**src/rtl/int_exec_pipe.sv**
```systemverilog
// int_exec_pipe: multi-lane integer execution pipeline.
// Each lane computes ALU / SLT / SEL results and resolves direct (BR) and
// register-indirect (JR) branches. It also flags replay when a used register
// operand is not yet valid. Results travel through EXEC_DEPTH register stages.
// Every stage applies a selective active-list flush. The oldest mispredicting
// output lane is chosen for recovery.
// Ports:
//   clk, rstN            clock, asynchronous active-low reset
//   stall, clear         freeze all stages / kill all in-flight ops
//   flushValid/All/Head/Tail  selective flush of range [head, tail), circular
//   alHead               active-list head, used for age ordering
//   in*                  per-lane op, operands, PC, displacement, prediction
//   out*                 per-lane results from the last stage
//   recover*             oldest mispredicting lane and its target
//   mispredCount         saturating count of cycles with recoverValid high
module int_exec_pipe #(
    parameter int LANES        = 2,
    parameter int DATA_WIDTH   = 32,
    parameter int ADDR_WIDTH   = 32,
    parameter int AL_PTR_WIDTH = 6,
    parameter int EXEC_DEPTH   = 1,
    localparam int LANE_W      = (LANES > 1) ? $clog2(LANES) : 1
) (
    input  logic                           clk,
    input  logic                           rstN,
    input  logic                           stall,
    input  logic                           clear,
    input  logic                           flushValid,
    input  logic                           flushAll,
    input  logic [AL_PTR_WIDTH-1:0]        flushHead,
    input  logic [AL_PTR_WIDTH-1:0]        flushTail,
    input  logic [AL_PTR_WIDTH-1:0]        alHead,
    input  logic [LANES-1:0]               inValid,
    input  logic [LANES*4-1:0]             inOp,
    input  logic [LANES*3-1:0]             inCond,
    input  logic [LANES*DATA_WIDTH-1:0]    inOpA,
    input  logic [LANES*DATA_WIDTH-1:0]    inOpB,
    input  logic [LANES-1:0]               inOpAValid,
    input  logic [LANES-1:0]               inOpBValid,
    input  logic [LANES-1:0]               inUseA,
    input  logic [LANES-1:0]               inUseB,
    input  logic [LANES*ADDR_WIDTH-1:0]    inPc,
    input  logic [LANES*DATA_WIDTH-1:0]    inDisp,
    input  logic [LANES-1:0]               inPredTaken,
    input  logic [LANES*ADDR_WIDTH-1:0]    inPredAddr,
    input  logic [LANES*AL_PTR_WIDTH-1:0]  inAlPtr,
    output logic [LANES-1:0]               outValid,
    output logic [LANES*DATA_WIDTH-1:0]    outData,
    output logic [LANES-1:0]               outReplay,
    output logic [LANES-1:0]               outBrValid,
    output logic [LANES-1:0]               outBrTaken,
    output logic [LANES*ADDR_WIDTH-1:0]    outBrTarget,
    output logic [LANES-1:0]               outMispred,
    output logic [LANES*AL_PTR_WIDTH-1:0]  outAlPtr,
    output logic                           recoverValid,
    output logic [LANE_W-1:0]              recoverLane,
    output logic [ADDR_WIDTH-1:0]          recoverTarget,
    output logic [15:0]                    mispredCount
);
    localparam logic [3:0] OP_ADD  = 4'd0;
    localparam logic [3:0] OP_SUB  = 4'd1;
    localparam logic [3:0] OP_AND  = 4'd2;
    localparam logic [3:0] OP_OR   = 4'd3;
    localparam logic [3:0] OP_XOR  = 4'd4;
    localparam logic [3:0] OP_SLT  = 4'd5;
    localparam logic [3:0] OP_SLTU = 4'd6;
    localparam logic [3:0] OP_BR   = 4'd8;
    localparam logic [3:0] OP_JR   = 4'd9;
    localparam logic [3:0] OP_SEL  = 4'd10;
    localparam logic [ADDR_WIDTH-1:0] PC_STEP = ADDR_WIDTH'(4);

    typedef struct packed {
        logic                    valid;
        logic [DATA_WIDTH-1:0]   data;
        logic                    replay;
        logic                    br_valid;
        logic                    br_taken;
        logic [ADDR_WIDTH-1:0]   br_target;
        logic                    mispred;
        logic [AL_PTR_WIDTH-1:0] al_ptr;
    } entry_t;

    entry_t in_s    [LANES];
    entry_t feed_s  [EXEC_DEPTH][LANES];
    entry_t stage_d [EXEC_DEPTH][LANES];
    entry_t stage_q [EXEC_DEPTH][LANES];
    logic [15:0] mispred_cnt_d;
    logic [15:0] mispred_cnt_q;

    function automatic logic cond_eval(input logic [2:0] cond,
                                       input logic [DATA_WIDTH-1:0] a,
                                       input logic [DATA_WIDTH-1:0] b);
        logic r;
        case (cond)
            3'd0:    r = (a == b);
            3'd1:    r = (a != b);
            3'd2:    r = ($signed(a) < $signed(b));
            3'd3:    r = (a < b);
            3'd4:    r = ($signed(a) >= $signed(b));
            3'd5:    r = (a >= b);
            3'd6:    r = 1'b1;
            3'd7:    r = 1'b0;
            default: r = 1'b0;
        endcase
        return r;
    endfunction

    // Distance from head is compared against the range length. An empty range
    // (head == tail) therefore hits nothing unless flushAll is set.
    function automatic logic flush_hit(input logic [AL_PTR_WIDTH-1:0] ptr);
        logic [AL_PTR_WIDTH-1:0] off;
        logic [AL_PTR_WIDTH-1:0] span;
        off  = ptr - flushHead;
        span = flushTail - flushHead;
        return flushValid & (flushAll | (off < span));
    endfunction

    // Per-lane compute on the incoming operands.
    always_comb begin
        for (int l = 0; l < LANES; l++) begin
            logic [DATA_WIDTH-1:0] a_v;
            logic [DATA_WIDTH-1:0] b_v;
            logic [DATA_WIDTH-1:0] disp_v;
            logic [ADDR_WIDTH-1:0] pc_v;
            logic [ADDR_WIDTH-1:0] link_v;
            logic [ADDR_WIDTH-1:0] jr_v;
            logic [3:0]            op_v;
            logic                  c_v;
            logic                  is_br_v;
            a_v     = inOpA[l*DATA_WIDTH +: DATA_WIDTH];
            b_v     = inOpB[l*DATA_WIDTH +: DATA_WIDTH];
            disp_v  = inDisp[l*DATA_WIDTH +: DATA_WIDTH];
            pc_v    = inPc[l*ADDR_WIDTH +: ADDR_WIDTH];
            op_v    = inOp[l*4 +: 4];
            c_v     = cond_eval(inCond[l*3 +: 3], a_v, b_v);
            link_v  = pc_v + PC_STEP;
            jr_v    = ADDR_WIDTH'(a_v + disp_v);
            jr_v[0] = 1'b0;
            is_br_v = (op_v == OP_BR) | (op_v == OP_JR);
            in_s[l] = '0;
            in_s[l].valid  = inValid[l];
            in_s[l].al_ptr = inAlPtr[l*AL_PTR_WIDTH +: AL_PTR_WIDTH];
            in_s[l].replay = (inUseA[l] & ~inOpAValid[l]) | (inUseB[l] & ~inOpBValid[l]);
            case (op_v)
                OP_ADD:  in_s[l].data = a_v + b_v;
                OP_SUB:  in_s[l].data = a_v - b_v;
                OP_AND:  in_s[l].data = a_v & b_v;
                OP_OR:   in_s[l].data = a_v | b_v;
                OP_XOR:  in_s[l].data = a_v ^ b_v;
                OP_SLT:  in_s[l].data = {{(DATA_WIDTH-1){1'b0}}, ($signed(a_v) < $signed(b_v))};
                OP_SLTU: in_s[l].data = {{(DATA_WIDTH-1){1'b0}}, (a_v < b_v)};
                OP_BR:   in_s[l].data = DATA_WIDTH'(link_v);
                OP_JR:   in_s[l].data = DATA_WIDTH'(link_v);
                OP_SEL:  in_s[l].data = c_v ? a_v : b_v;
                default: in_s[l].data = '0;
            endcase
            if (op_v == OP_BR) begin
                in_s[l].br_taken  = c_v;
                in_s[l].br_target = c_v ? (pc_v + ADDR_WIDTH'(disp_v)) : link_v;
            end else if (op_v == OP_JR) begin
                in_s[l].br_taken  = 1'b1;
                in_s[l].br_target = jr_v;
            end else begin
                in_s[l].br_taken  = 1'b0;
                in_s[l].br_target = link_v;
            end
            in_s[l].br_valid = inValid[l] & is_br_v & ~in_s[l].replay;
            in_s[l].mispred  = in_s[l].br_valid &
                ((inPredTaken[l] != in_s[l].br_taken) |
                 (in_s[l].br_taken & (inPredAddr[l*ADDR_WIDTH +: ADDR_WIDTH] != in_s[l].br_target)));
        end
    end

    for (genvar k = 0; k < EXEC_DEPTH; k++) begin : g_feed
        for (genvar l = 0; l < LANES; l++) begin : g_lane
            if (k == 0) begin : g_first
                assign feed_s[k][l] = in_s[l];
            end else begin : g_next
                assign feed_s[k][l] = stage_q[k-1][l];
            end
        end
    end

    // Stage next-state: clear beats stall, stall holds with in-place flush, else advance.
    always_comb begin
        for (int k = 0; k < EXEC_DEPTH; k++) begin
            for (int l = 0; l < LANES; l++) begin
                stage_d[k][l] = stage_q[k][l];
                if (clear) begin
                    stage_d[k][l].valid = 1'b0;
                end else if (stall) begin
                    stage_d[k][l].valid = stage_q[k][l].valid & ~flush_hit(stage_q[k][l].al_ptr);
                end else begin
                    stage_d[k][l]       = feed_s[k][l];
                    stage_d[k][l].valid = feed_s[k][l].valid & ~flush_hit(feed_s[k][l].al_ptr);
                end
            end
        end
    end

    // Pipeline stage registers.
    always_ff @(posedge clk or negedge rstN) begin
        if (!rstN) begin
            for (int k = 0; k < EXEC_DEPTH; k++) begin
                for (int l = 0; l < LANES; l++) begin
                    stage_q[k][l] <= '0;
                end
            end
        end else begin
            for (int k = 0; k < EXEC_DEPTH; k++) begin
                for (int l = 0; l < LANES; l++) begin
                    stage_q[k][l] <= stage_d[k][l];
                end
            end
        end
    end

    // Output drive from the last stage with live flush masking, plus oldest-lane pick.
    always_comb begin
        logic [AL_PTR_WIDTH-1:0] best_age;
        outValid      = '0;
        outData       = '0;
        outReplay     = '0;
        outBrValid    = '0;
        outBrTaken    = '0;
        outBrTarget   = '0;
        outMispred    = '0;
        outAlPtr      = '0;
        recoverValid  = 1'b0;
        recoverLane   = '0;
        recoverTarget = '0;
        best_age      = '0;
        for (int l = 0; l < LANES; l++) begin
            logic                    live_v;
            logic                    mp_v;
            logic [AL_PTR_WIDTH-1:0] age_v;
            live_v = stage_q[EXEC_DEPTH-1][l].valid & ~flush_hit(stage_q[EXEC_DEPTH-1][l].al_ptr);
            mp_v   = live_v & stage_q[EXEC_DEPTH-1][l].mispred;
            age_v  = stage_q[EXEC_DEPTH-1][l].al_ptr - alHead;
            outValid[l]   = live_v;
            outData[l*DATA_WIDTH +: DATA_WIDTH]       = stage_q[EXEC_DEPTH-1][l].data;
            outReplay[l]  = stage_q[EXEC_DEPTH-1][l].valid & stage_q[EXEC_DEPTH-1][l].replay;
            outBrValid[l] = live_v & stage_q[EXEC_DEPTH-1][l].br_valid;
            outBrTaken[l] = stage_q[EXEC_DEPTH-1][l].br_taken;
            outBrTarget[l*ADDR_WIDTH +: ADDR_WIDTH]   = stage_q[EXEC_DEPTH-1][l].br_target;
            outMispred[l] = mp_v;
            outAlPtr[l*AL_PTR_WIDTH +: AL_PTR_WIDTH]  = stage_q[EXEC_DEPTH-1][l].al_ptr;
            // Strict less-than keeps the lower lane on an age tie.
            if (mp_v && (!recoverValid || (age_v < best_age))) begin
                recoverValid  = 1'b1;
                recoverLane   = LANE_W'(l);
                recoverTarget = stage_q[EXEC_DEPTH-1][l].br_target;
                best_age      = age_v;
            end else begin
                best_age      = best_age;
            end
        end
    end

    // Saturating mispredict-cycle counter next state.
    always_comb begin
        if (recoverValid && (mispred_cnt_q != 16'hFFFF)) begin
            mispred_cnt_d = mispred_cnt_q + 16'd1;
        end else begin
            mispred_cnt_d = mispred_cnt_q;
        end
    end

    // Mispredict counter register.
    always_ff @(posedge clk or negedge rstN) begin
        if (!rstN) begin
            mispred_cnt_q <= 16'd0;
        end else begin
            mispred_cnt_q <= mispred_cnt_d;
        end
    end

    assign mispredCount = mispred_cnt_q;
endmodule

```
**config.mk**
```make
export PLATFORM = sky130hd
export DESIGN_NAME = int_exec_pipe
export DESIGN_NICKNAME = d
export VERILOG_FILES = /design/src/rtl/int_exec_pipe.sv
export SDC_FILE = /design/constraint.sdc
export NUM_CORES = 2
export LEC_CHECK = 0
export ABC_AREA = 1
export ABC_CLOCK_PERIOD_IN_PS = 20500
export CAP_MARGIN = 20
export CORE_UTILIZATION = 25
export DETAILED_ROUTE_END_ITERATION = 16
export HOLD_SLACK_MARGIN = 0.02
export PLACE_DENSITY_LB_ADDON = 0.3
export SETUP_SLACK_MARGIN = 0.02
export SLEW_MARGIN = 20
export SYNTH_ARGS = -nofsm -noshare
export SYNTH_HDL_FRONTEND = slang
export SYNTH_SLANG_ARGS = --single-unit
```
**constraint.sdc**
```tcl
create_clock -name clk -period 20.5 [get_ports clk]
set_input_delay 5.125 -clock clk [delete_from_list [all_inputs] [get_ports clk]]
set_output_delay 5.125 -clock clk [all_outputs]
set_load 0.05 [all_outputs]
```
==> summary.txt <==
Timing
  – Slew Limit Fails: 0
  – Worst-margin pin slew: 1.119 ns
  – Clk_skew: between 0.009 and 0.01 ns
  – Setup ws final: 4.650 ns
  – Hold Slack: 0.4818 ns
  – Final Hold Vio Count: 0
  – Slew Limit Headroom: 0.2534
  – Unrepaired setup endpoints after global routing: false
  – Highest clock rate: roughly 63 MHz
  – Total negative slack: 0 ns
  – Crit share post-route: 0.7732
  – Crit path time final: between 15 and 20 ns
  – # setup viols final: 0

CTS
  – CTS tree: built
  – Post-CTS Setup Bufs: 0
  – Clock Tree Buf Depth: 2
  – Total CTS buffers: 17
  – Post-cts sizing count: 0
  – Clock Tree Root: clkbuf_16
  – Htree depth: 4
  – Clock Sinks: between 150 and 200
  – Hold Buf Count CTS: 0
  – Clock Latency Late Sink: 0.53 ns
  – Clock slew at reported path FFs: about 0.080 ns

Yosys
  – Syn Inst Count: 5368
  – Main flop type after synthesis: dfrtp_1
  – Asr flop ratio synth: 1.000
  – Number of synthesized register bits: 166
  – Syn Std Cell Area: ~0.032 sq mm
  – Mean Syn Cell Area: ~6.0 sq um
  – Library cells used by synthesis: 60
  – Ys Warns: 0
  – EDFF count, synth: 0
  – Synth top area cells: nand2_1, ha_1, dfrtp_1, inv_1, a21oi_1
  – Syn nets: 6142
  – Synth top area share: 0.1497
  – Dominant cell type by area after synthesis: nand2_1
  – Sequential fraction of the synthesis area: 0.1285

Pwr
  – Pleak: around 19 nW
  – Psw: 0.001055 W
  – Comb pwr share: 0.597
  – VDD IR max: 0.05855 mV
  – Sequential share of power: 0.219
  – PD cells: 50.55 mW/mm^2
  – Switch share: 0.5293
  – Internal power: about 0.00094 W
  – Clk pwr share: 0.184

Place
  – Placed Cells: around 7400
  – Gp weighted congestion: 0.9937
  – Port buffer count: between 500 and 600
  – Setup WS pre-CTS: approximately 4.3 ns
  – Final HPWL DP: between 100000 and 150000 um

Final layout
  – Layout area overhead: 21.93%
  – Multi-input logic area: about 0.024 sq mm
  – Seq. cell area: approximately 0.0042 sq mm
  – FILL cells: ~14000
  – Layout Nets: 6461
  – Post-route insts no fill: ~7400
  – Layout cells sized above 1: 0.03422
  – Leading cell type in the layout, fill and taps excluded: nand2_1
  – Commonest cells after routing, fill and taps aside: nand2_1, inv_1, clkdlybuf4s50_1

Drt
  – Routed Wire Length: ~180000 um
  – Routed len/inst: around 24 um
  – DRT iter0 DRCs: ~4000
  – Post-route ant nets: 0
  – Avg Vias per Cell: around 5.2
  – DRT Pass-1 Iters: 6
  – DR vias: ~38000
  – Residual DRC: 0

Worst hold path
  – HP Start: outData[28]$_DFFE_PN0P_
  – WHS Path Cells: 2
  – Hold crit path type: register to register
  – Hold Path End: outData[28]$_DFFE_PN0P_

Global routing
  – GR Util All Layers: 0.2666
  – Antenna violations before repair: 27
  – First-pass GRT wire length: approximately 250000 um
  – Largest net degree at the start of global routing: about 140
  – Grt total ovfl: 0
  – Vias in the first global route: around 36000

Die
  – Die H: approximately 360 um
  – Die W: roughly 360 um
  – Die area: 0.1308 sq mm
  – Core Footprint: approximately 0.13 sq mm
  – I/O pin total: approximately 580
  – Initial Utilization: 0.2526
  – Rows: between 100 and 150

Outcome
  – Status: completed

Flow run
  – Max Cap Violations: 0

Setup path
  – Reg2reg path depth: 19
  – Crit path required time: between 15 and 20 ns
  – CP Class: input port to primary output
  – Worst reg-to-reg setup slack: around 17 ns
  – CP arrival: approximately 11 ns
  – Startpoint Class: input port
  – Worst R2R Start: outAlPtr[0]$_DFFE_PN0P_
  – CP Capture Type: primary output
  – Worst-path fanout max: 27
  – Worst R2R End: mispredCount[15]$_DFFE_PN0P_
==> how the worst max path moves through the flow <==
stage / depth (start not counted) / slack, ns / end / from
floorplan: 24 / 5.35 / recoverTarget[10] / flushHead[1]
global placement: 26 / 4.33 / recoverTarget[3] / flushHead[1]
detailed placement: 26 / 4.29 / recoverTarget[25] / flushHead[1]
CTS: 26 / 4.26 / recoverTarget[25] / flushHead[1]
global route: 26 / 4.22 / recoverTarget[28] / flushHead[1]
finish: 26 / 4.65 / recoverTarget[17] / flushHead[1]
==> sequential cells by signal (all words and copies together), names as in the netlist <==
signal	count
outData	64
stage_q	8
outBrTarget	64
outBrTaken	2
outAlPtr	12
mispredCount	16
==> routing by layer <==
layer / global-route usage / wire (um)
met5: 0 / 164
met4: 0.1038 / 7439
met3: 0.04548 / 12810
met2: 0.4322 / 80950
met1: 0.3502 / 78500
==> final cells by class <==
class | instances | area share
diodes | 7 | 0.0004442
clock inverters | 14 | 0.004569
multi-input cells | 4177 | 0.6023
well taps | 1729 | 0.05486
repair buffers | 610 | 0.1534
flip-flops and latches | 166 | 0.1053
clock buffers | 17 | 0.01079
inverters | 715 | 0.06826
==> cell usage after synthesis (all sizes together) (24+ instances only) <==
library cell and n:
nand2 1305, inv 706, a21oi 482, nor2 448
o21ai 430, nand3 380, ha 377, buf 203
dfrtp 166, xor2 124, clkbuf 107, nand4 72
nor3 61, xnor2 50, o22ai 46, nand3b 41
a31oi 38, or2 37, o211ai 34, a21o 33
o2111ai 29, a221oi 27, o21bai 26, nor4 24
==> worst max-delay path, stage by stage <==
cell and delay, ns:
clkdlybuf4s50_1 0.40, inv_1 0.41, ha_1 0.32, nand3_1 0.11, nand2_1 0.06, nand2_1 0.08, nand2_1 0.08, a21oi_1 0.16
xor2_1 0.36, ha_1 0.22, nand4_1 0.10, o221ai_1 0.20, nand2_1 0.09, nand2_1 0.06, nand2_1 0.15, nor2_4 0.28
nand3_1 0.15, ha_1 0.32, a21oi_1 0.14, o221ai_1 0.13, nand2_1 0.08, nand2_1 0.09, inv_2 0.53, nand2_1 0.13
nand2_1 0.10, clkdlybuf4s50_1 0.82
==> power by group through the flow <==
stage	Clock, W	Combinational (W)	Sequential [W]
floorplan	0	0.000786	0.000403
global placement	0	0.00117	0.000443
detailed placement	0	0.00117	0.000442
CTS	0.000387	0.00118	0.000436
global route	0.000394	0.00129	0.000441
finish	0.000366	0.00119	0.000436
==> stage by stage <==
stage / utilization / total power (W) / instance area (sq um)
global route: 0.3080 / 0.002123 / 39430
detailed placement: 0.3032 / 0.001616 / 38810
floorplan: - / 0.001189 / 32340
finish: 0.3080 / 0.001993 / 39430
global placement: 0.3032 / 0.001618 / 38810
CTS: 0.3079 / 0.002003 / 39410
==> cells by family (layout without fill, tap and decap cells) <==
logic type,count (synthesis),in the layout,synth area share
AO/OA/AOI/OAI,1234,1234,0.2171
XOR/XNOR,174,174,0.04713
adder cells (fa/ha/maj),392,392,0.1552
buffers and inverters,1025,1356,0.1389
flip-flops,166,166,0.1285
multiplexers,1,1,0.0003482
other,0,7,0
AND/OR/NAND/NOR,2376,2376,0.3129
No activity file was read; power rests on OpenSTA's default activity.
